## src/rtl/serial_pkg.sv

```systemverilog
// Shared definitions for the serializer front end and the sequence detector stage.
package serial_pkg;

  typedef enum logic [1:0] {
    IDLE  = 2'd0,
    SHIFT = 2'd1
  } ser_state_e;

  localparam logic IDLE_BIT_DEF = 1'b0;

  // Detector state constants, kept here so both stages and their benches agree.
  typedef enum logic [2:0] {
    S0 = 3'd0,
    S1 = 3'd1,
    S2 = 3'd2,
    S3 = 3'd3,
    S4 = 3'd4
  } det_state_e;

  localparam int DET_NUM_STATES = 5;

endpackage

```

## src/rtl/ser_hold_reg.sv

```systemverilog
// One-entry holding register with full flag; lets a second word wait while the first shifts.
module ser_hold_reg #(
  parameter int DATA_W = 8
) (
  input  logic              clk,
  input  logic              rst_n,
  input  logic              i_wr,
  input  logic              i_rd,
  input  logic [DATA_W-1:0] i_data,
  output logic [DATA_W-1:0] o_data,
  output logic              o_full
);

  logic [DATA_W-1:0] r_data;
  logic              r_full;

  // Capture on write, release on read; writes only arrive while empty.
  always_ff @(posedge clk or negedge rst_n) begin
    if (!rst_n) begin
      r_data <= {DATA_W{1'b0}};
      r_full <= 1'b0;
    end else begin
      if (i_wr) begin
        r_data <= i_data;
        r_full <= 1'b1;
      end else if (i_rd) begin
        r_full <= 1'b0;
      end else begin
        r_full <= r_full;
      end
    end
  end

  assign o_data = r_data;
  assign o_full = r_full;

endmodule

```

## src/rtl/bit_serializer.sv

```systemverilog
// Parallel-to-serial front end: words in over valid/ready, one registered bit per clock out,
// with a one-word hold register so consecutive words stream without a gap.
module bit_serializer
  import serial_pkg::*;
#(
  parameter int   DATA_W    = 8,
  parameter int   MSB_FIRST = 1,
  parameter logic IDLE_BIT  = IDLE_BIT_DEF
) (
  input  logic              clk,
  input  logic              reset,
  input  logic [DATA_W-1:0] data_in,
  input  logic              load_valid,
  output logic              load_ready,
  output logic              ser_out,
  output logic              ser_valid,
  output logic              frame_done,
  output logic              busy
);

  localparam int              CNT_W    = (DATA_W > 1) ? $clog2(DATA_W) : 1;
  localparam logic [CNT_W-1:0] CNT_LAST = CNT_W'(DATA_W - 1);
  localparam logic [CNT_W-1:0] CNT_ZERO = {CNT_W{1'b0}};

  ser_state_e        r_state;
  ser_state_e        w_state_nxt;
  logic [DATA_W-1:0] r_shift;
  logic [DATA_W-1:0] w_shift_nxt;
  logic [CNT_W-1:0]  r_cnt;
  logic [CNT_W-1:0]  w_cnt_nxt;
  logic              r_ser_out;
  logic              r_ser_valid;
  logic              r_frame_done;
  logic              w_ser_out_nxt;
  logic              w_ser_valid_nxt;
  logic              w_frame_done_nxt;
  logic              w_accept;
  logic              w_hold_full;
  logic              w_hold_wr;
  logic              w_hold_rd;
  logic [DATA_W-1:0] w_hold_data;

  function automatic logic first_bit(input logic [DATA_W-1:0] w);
    if (MSB_FIRST != 0) begin
      return w[DATA_W-1];
    end else begin
      return w[0];
    end
  endfunction

  function automatic logic [DATA_W-1:0] advance(input logic [DATA_W-1:0] w);
    if (MSB_FIRST != 0) begin
      return {w[DATA_W-2:0], 1'b0};
    end else begin
      return {1'b0, w[DATA_W-1:1]};
    end
  endfunction

  ser_hold_reg #(
    .DATA_W (DATA_W)
  ) u_hold (
    .clk    (clk),
    .rst_n  (reset),
    .i_wr   (w_hold_wr),
    .i_rd   (w_hold_rd),
    .i_data (data_in),
    .o_data (w_hold_data),
    .o_full (w_hold_full)
  );

  assign load_ready = ~w_hold_full;
  assign w_accept   = load_valid & ~w_hold_full;
  assign busy       = (r_state == SHIFT) | w_hold_full;

  // Next-state logic for the shift/count FSM and the hold-register strobes.
  always_comb begin
    w_state_nxt = r_state;
    w_shift_nxt = r_shift;
    w_cnt_nxt   = r_cnt;
    w_hold_wr   = 1'b0;
    w_hold_rd   = 1'b0;
    case (r_state)
      IDLE: begin
        if (w_accept) begin
          w_shift_nxt = data_in;
          w_cnt_nxt   = CNT_LAST;
          w_state_nxt = SHIFT;
        end else begin
          w_state_nxt = IDLE;
        end
      end
      SHIFT: begin
        if (r_cnt == CNT_ZERO) begin
          // Last bit leaving: a held word wins; otherwise a same-edge accept bypasses the hold.
          if (w_hold_full) begin
            w_shift_nxt = w_hold_data;
            w_cnt_nxt   = CNT_LAST;
            w_hold_rd   = 1'b1;
          end else if (w_accept) begin
            w_shift_nxt = data_in;
            w_cnt_nxt   = CNT_LAST;
          end else begin
            w_state_nxt = IDLE;
          end
        end else begin
          w_shift_nxt = advance(r_shift);
          w_cnt_nxt   = r_cnt - CNT_W'(1);
          if (w_accept) begin
            w_hold_wr = 1'b1;
          end else begin
            w_hold_wr = 1'b0;
          end
        end
      end
      default: begin
        w_state_nxt = IDLE;
      end
    endcase
  end

  assign w_ser_valid_nxt  = (w_state_nxt == SHIFT);
  assign w_ser_out_nxt    = w_ser_valid_nxt ? first_bit(w_shift_nxt) : IDLE_BIT;
  assign w_frame_done_nxt = w_ser_valid_nxt & (w_cnt_nxt == CNT_ZERO);

  // State, datapath and registered serial outputs.
  always_ff @(posedge clk or negedge reset) begin
    if (!reset) begin
      r_state      <= IDLE;
      r_shift      <= {DATA_W{1'b0}};
      r_cnt        <= CNT_ZERO;
      r_ser_out    <= IDLE_BIT;
      r_ser_valid  <= 1'b0;
      r_frame_done <= 1'b0;
    end else begin
      r_state      <= w_state_nxt;
      r_shift      <= w_shift_nxt;
      r_cnt        <= w_cnt_nxt;
      r_ser_out    <= w_ser_out_nxt;
      r_ser_valid  <= w_ser_valid_nxt;
      r_frame_done <= w_frame_done_nxt;
    end
  end

  assign ser_out    = r_ser_out;
  assign ser_valid  = r_ser_valid;
  assign frame_done = r_frame_done;

endmodule

```

## config.mk

```make
export PLATFORM = sky130hd
export DESIGN_NAME = bit_serializer
export DESIGN_NICKNAME = d
export VERILOG_FILES = /design/src/rtl/serial_pkg.sv /design/src/rtl/ser_hold_reg.sv /design/src/rtl/bit_serializer.sv
export SDC_FILE = /design/constraint.sdc
export NUM_CORES = 1
export LEC_CHECK = 0
export CORE_ASPECT_RATIO = 0.5
export CORE_MARGIN = 2
export CORE_UTILIZATION = 40
export CTS_BUF_LIST = sky130_fd_sc_hd__clkbuf_16
export DETAILED_ROUTE_END_ITERATION = 7
export HOLD_SLACK_MARGIN = 0.08
export PLACE_DENSITY = 0.73
export SLEW_MARGIN = 20
export SYNTH_ARGS = -nofsm -noshare
export SYNTH_HDL_FRONTEND = slang
export SYNTH_SLANG_ARGS = --single-unit
```

## constraint.sdc

```tcl
create_clock -name clk -period 1.7 [get_ports clk]
set_input_delay 0.34 -clock clk [delete_from_list [all_inputs] [get_ports clk]]
set_output_delay 0.34 -clock clk [all_outputs]
set_load 0.02 [all_outputs]
```

==> reports/summary.txt <==
status = completed
sequential area share after synthesis = 0.4452
Post-Route WL = 3.333 mm
Hold/Removal Path Class = input port to async pin
Final Setup Violations = 0
fill count = 314
Post-Syn Nets = 154
Final min period = 1.631 ns
Worst R2R Start = r_cnt[0]
Pleak = 0.0008055 uW
crit path kind = input port to flop
sw power = 636.5 uW
Starting Density = 0.4136
Seq pwr share = 0.437
Hold Vio Cnt, Final = 0
Cell variety after synth = 40
Reg2Reg Setup Slack = 0.10 ns
core area = 0.003397 sq mm
global-route wire length before repair = 5.685 mm
Starting DRT DRC Count = 73
Synth Instances = 141
Longest Clk Path Bufs = 2
Slowest cell on crit path = clkdlybuf4s50_1
Worst-path clk slew = 0.06 ns
nets = 184
Die H = 45.91 um
R2R cell count = 6
internal power = 1402 uW
Gate power share = 0.311
CP arrival = 1.75 ns
Crit. End Element = flop
Syn Area/Cell = 9.965 sq um
RSZ-0062 raised after global routing = yes
Hold WS = 0.4458 ns
Sw Ratio = 0.3122
Num Clock Sinks = 25
final period utilization = 0.9592
FP Rows = 15
Post-CTS Hold Buffers = 0
register area = 625.6 sq um
DR vias/cell = 5.290
Post-DP Area = 0.001710 sq mm
CP Launch Type = input port
synthesized area = 0.001405 sq mm
Port-buffer cells = 15
Yosys reg bits = 25
worst skew pair latency = 0.26 ns
Area Growth Syn to Fin = 27.69%
Clock power frac = 0.252
TritonCTS clock tree = built
Global Route Usage Sum = 0.1871
vias in the first global route = 1187
Worst VDD drop = 0.3936 mV
Max Transition Viols Final = 0
Die Area = 0.004032 sq mm
initial antenna violation count = 0
layout cells sized above 1 = 0.2353
DP HPWL = 2.307 mm
htree depth = 1
PD cells = 1136 mW/mm^2
Crit Reg-Reg Endpoint = u_hold.o_data[7]
final instance area = 0.001794 sq mm
CP Data Required Time = 1.82 ns
max_cap viols = 0
# IOs = 16
DRT antenna net count = 0
gr ovfl total = 0
GPL Wtd Cong = 0.7736
CP cell instances = clkdlybuf4s50_1, mux2_2, a221oi_2, o221ai_1
postcts setup bufs = 0
DR pass1 iterations = 4
Synth warnings = 0
total CTS buffers = 3
Die Wd = 87.82 um
largest net degree at the start of global routing = 26
Wirelength per Cell = 15.08 um
critical path's largest stage delay = 0.56 ns
area of the multi-input gates = 690.7 sq um
fmax = 613.3 MHz
crit-path max FO = 3
DR vias = 1169
antenna cells = 0
drc violations = 0
CTS root buf = clkbuf_16
skew final = 0.003286 ns
[worst max path at each step]
stage | cells past startpoint | start | to
6_report | 4 | load_valid | r_shift[7]
5_1_grt | 4 | load_valid | r_shift[7]
3_3_place_gp | 4 | load_valid | r_shift[7]
4_1_cts | 4 | load_valid | r_shift[7]
3_5_place_dp | 4 | load_valid | r_shift[7]
2_1_floorplan | 5 | r_cnt[0] | u_hold.o_data[0]
[sequential cells by signal, summed over array words and instances, names as in the netlist]
register and cells:
ser_out 1, r_shift 8, ser_valid 1, u_hold.o_full 1
u_hold.o_data 8, r_state 2, r_cnt 3, frame_done 1
[power groups by stage]
stage	combinational [uW]	clock, uW	sequential, uW
CTS	629	527	889
global route	710	558	915
detailed placement	629	0	896
floorplan	410	0	881
finish	634	513	892
global placement	604	0	887
[final cells by class]
class                   instances  share of cell area
well taps                      51             0.03556
clock buffers                   3             0.04184
flip-flops and latches         25              0.3487
multi-input cells              95              0.3849
clock inverters                 1            0.002092
repair buffers                 34              0.1618
inverters                      12             0.02510
[critical path, delay by kind of cell]
kind	cells	cell delay, ns
AOI/OAI and AO/OA	2	0.48
buffers and inverters	1	0.56
muxes	1	0.37
[cells in the mapped netlist (all sizes together)]
cell / n / area (sq um)
nor3: 2 / 21.27
a41oi: 2 / 17.52
nand2b: 2 / 20.02
mux2: 9 / 101.4
o21ai: 3 / 15.01
mux2i: 6 / 60.06
a2bb2oi: 1 / 8.760
and3: 1 / 6.260
o211ai: 10 / 75.07
a32oi: 1 / 8.760
a21o: 2 / 15.01
inv: 12 / 45.04
ha: 2 / 25.02
clkbuf: 3 / 11.26
nor3b: 1 / 12.51
o221ai: 2 / 17.52
dfrtp: 25 / 625.6
buf: 6 / 40.03
nor2: 8 / 30.03
nand3: 1 / 5.000
o2111ai: 1 / 8.760
a211oi: 2 / 20.02
o22ai: 6 / 37.54
a211o: 1 / 8.760
or3: 1 / 6.260
o22a: 1 / 8.760
and2b: 1 / 7.510
a221oi: 1 / 15.01
conb: 1 / 3.750
nand2: 9 / 33.78
a21oi: 17 / 85.08
nor2b: 1 / 8.760
[repair_timing]
| action | 4_1_cts | 5_1_grt |
|---|---|---|
| resized for setup | 3 | 2 |
| pin swaps | 0 | 1 |
| setup endpoints to repair | 2 | 2 |
[per-stage QoR]
| stage | setup TNS [ns] | utilization | setup slack, ns | cells | power [uW] |
|---|---|---|---|---|---|
| 3_5_place_dp | -0.8329 | 0.5035 | -0.1916 | 217 | 1525 |
| 6_report | 0 | 0.5282 | 0.06940 | 221 | 2039 |
| 3_3_place_gp | -0.5483 | 0.5035 | -0.1550 | 217 | 1492 |
| 2_1_floorplan | 0 | - | 0.06220 | 141 | 1291 |
| 4_1_cts | 0 | 0.5260 | 0.05468 | 221 | 2045 |
| 5_1_grt | -0.01555 | 0.5282 | -0.01555 | 221 | 2184 |
[cells in the final DEF (no fill, tap or decap), types with 2 or more instances in the layout]
| cell | instances |
|---|---|
| inv_1 | 11 |
| inv_2 | 2 |
| dfrtp_1 | 25 |
| dlygate4sd2_1 | 2 |
| a21oi_1 | 17 |
| clkbuf_16 | 3 |
| o221ai_1 | 2 |
| nand2_1 | 9 |
| ha_1 | 2 |
| o22ai_1 | 6 |
| mux2i_1 | 6 |
| buf_4 | 19 |
| clkdlybuf4s50_1 | 13 |
| nor2_1 | 8 |
| a21o_1 | 2 |
| o21ai_0 | 2 |
| mux2_2 | 9 |
| a41oi_1 | 2 |
| o211ai_1 | 10 |
[cell families after synthesis]
group / count (synthesis) / share of synthesized area
AO/OA/AOI/OAI: 50 / 0.2431
adder cells (fa/ha/maj): 2 / 0.01781
multiplexers: 15 / 0.1149
buffers and inverters: 21 / 0.06856
flip-flops: 25 / 0.4452
other: 1 / 0.002669
AND/OR/NAND/NOR: 27 / 0.1078
[routing by layer]
metal / up-vias / global-route usage / part of all wire
met4: 0 / 0.03692 / 0.0051
met1: 560 / 0.2606 / 0.47
li1: 574 / - / -
met5: - / 0 / 0
met3: 2 / 0.03986 / 0.048
met2: 33 / 0.3061 / 0.48
Power figures use the tool's default switching activity.
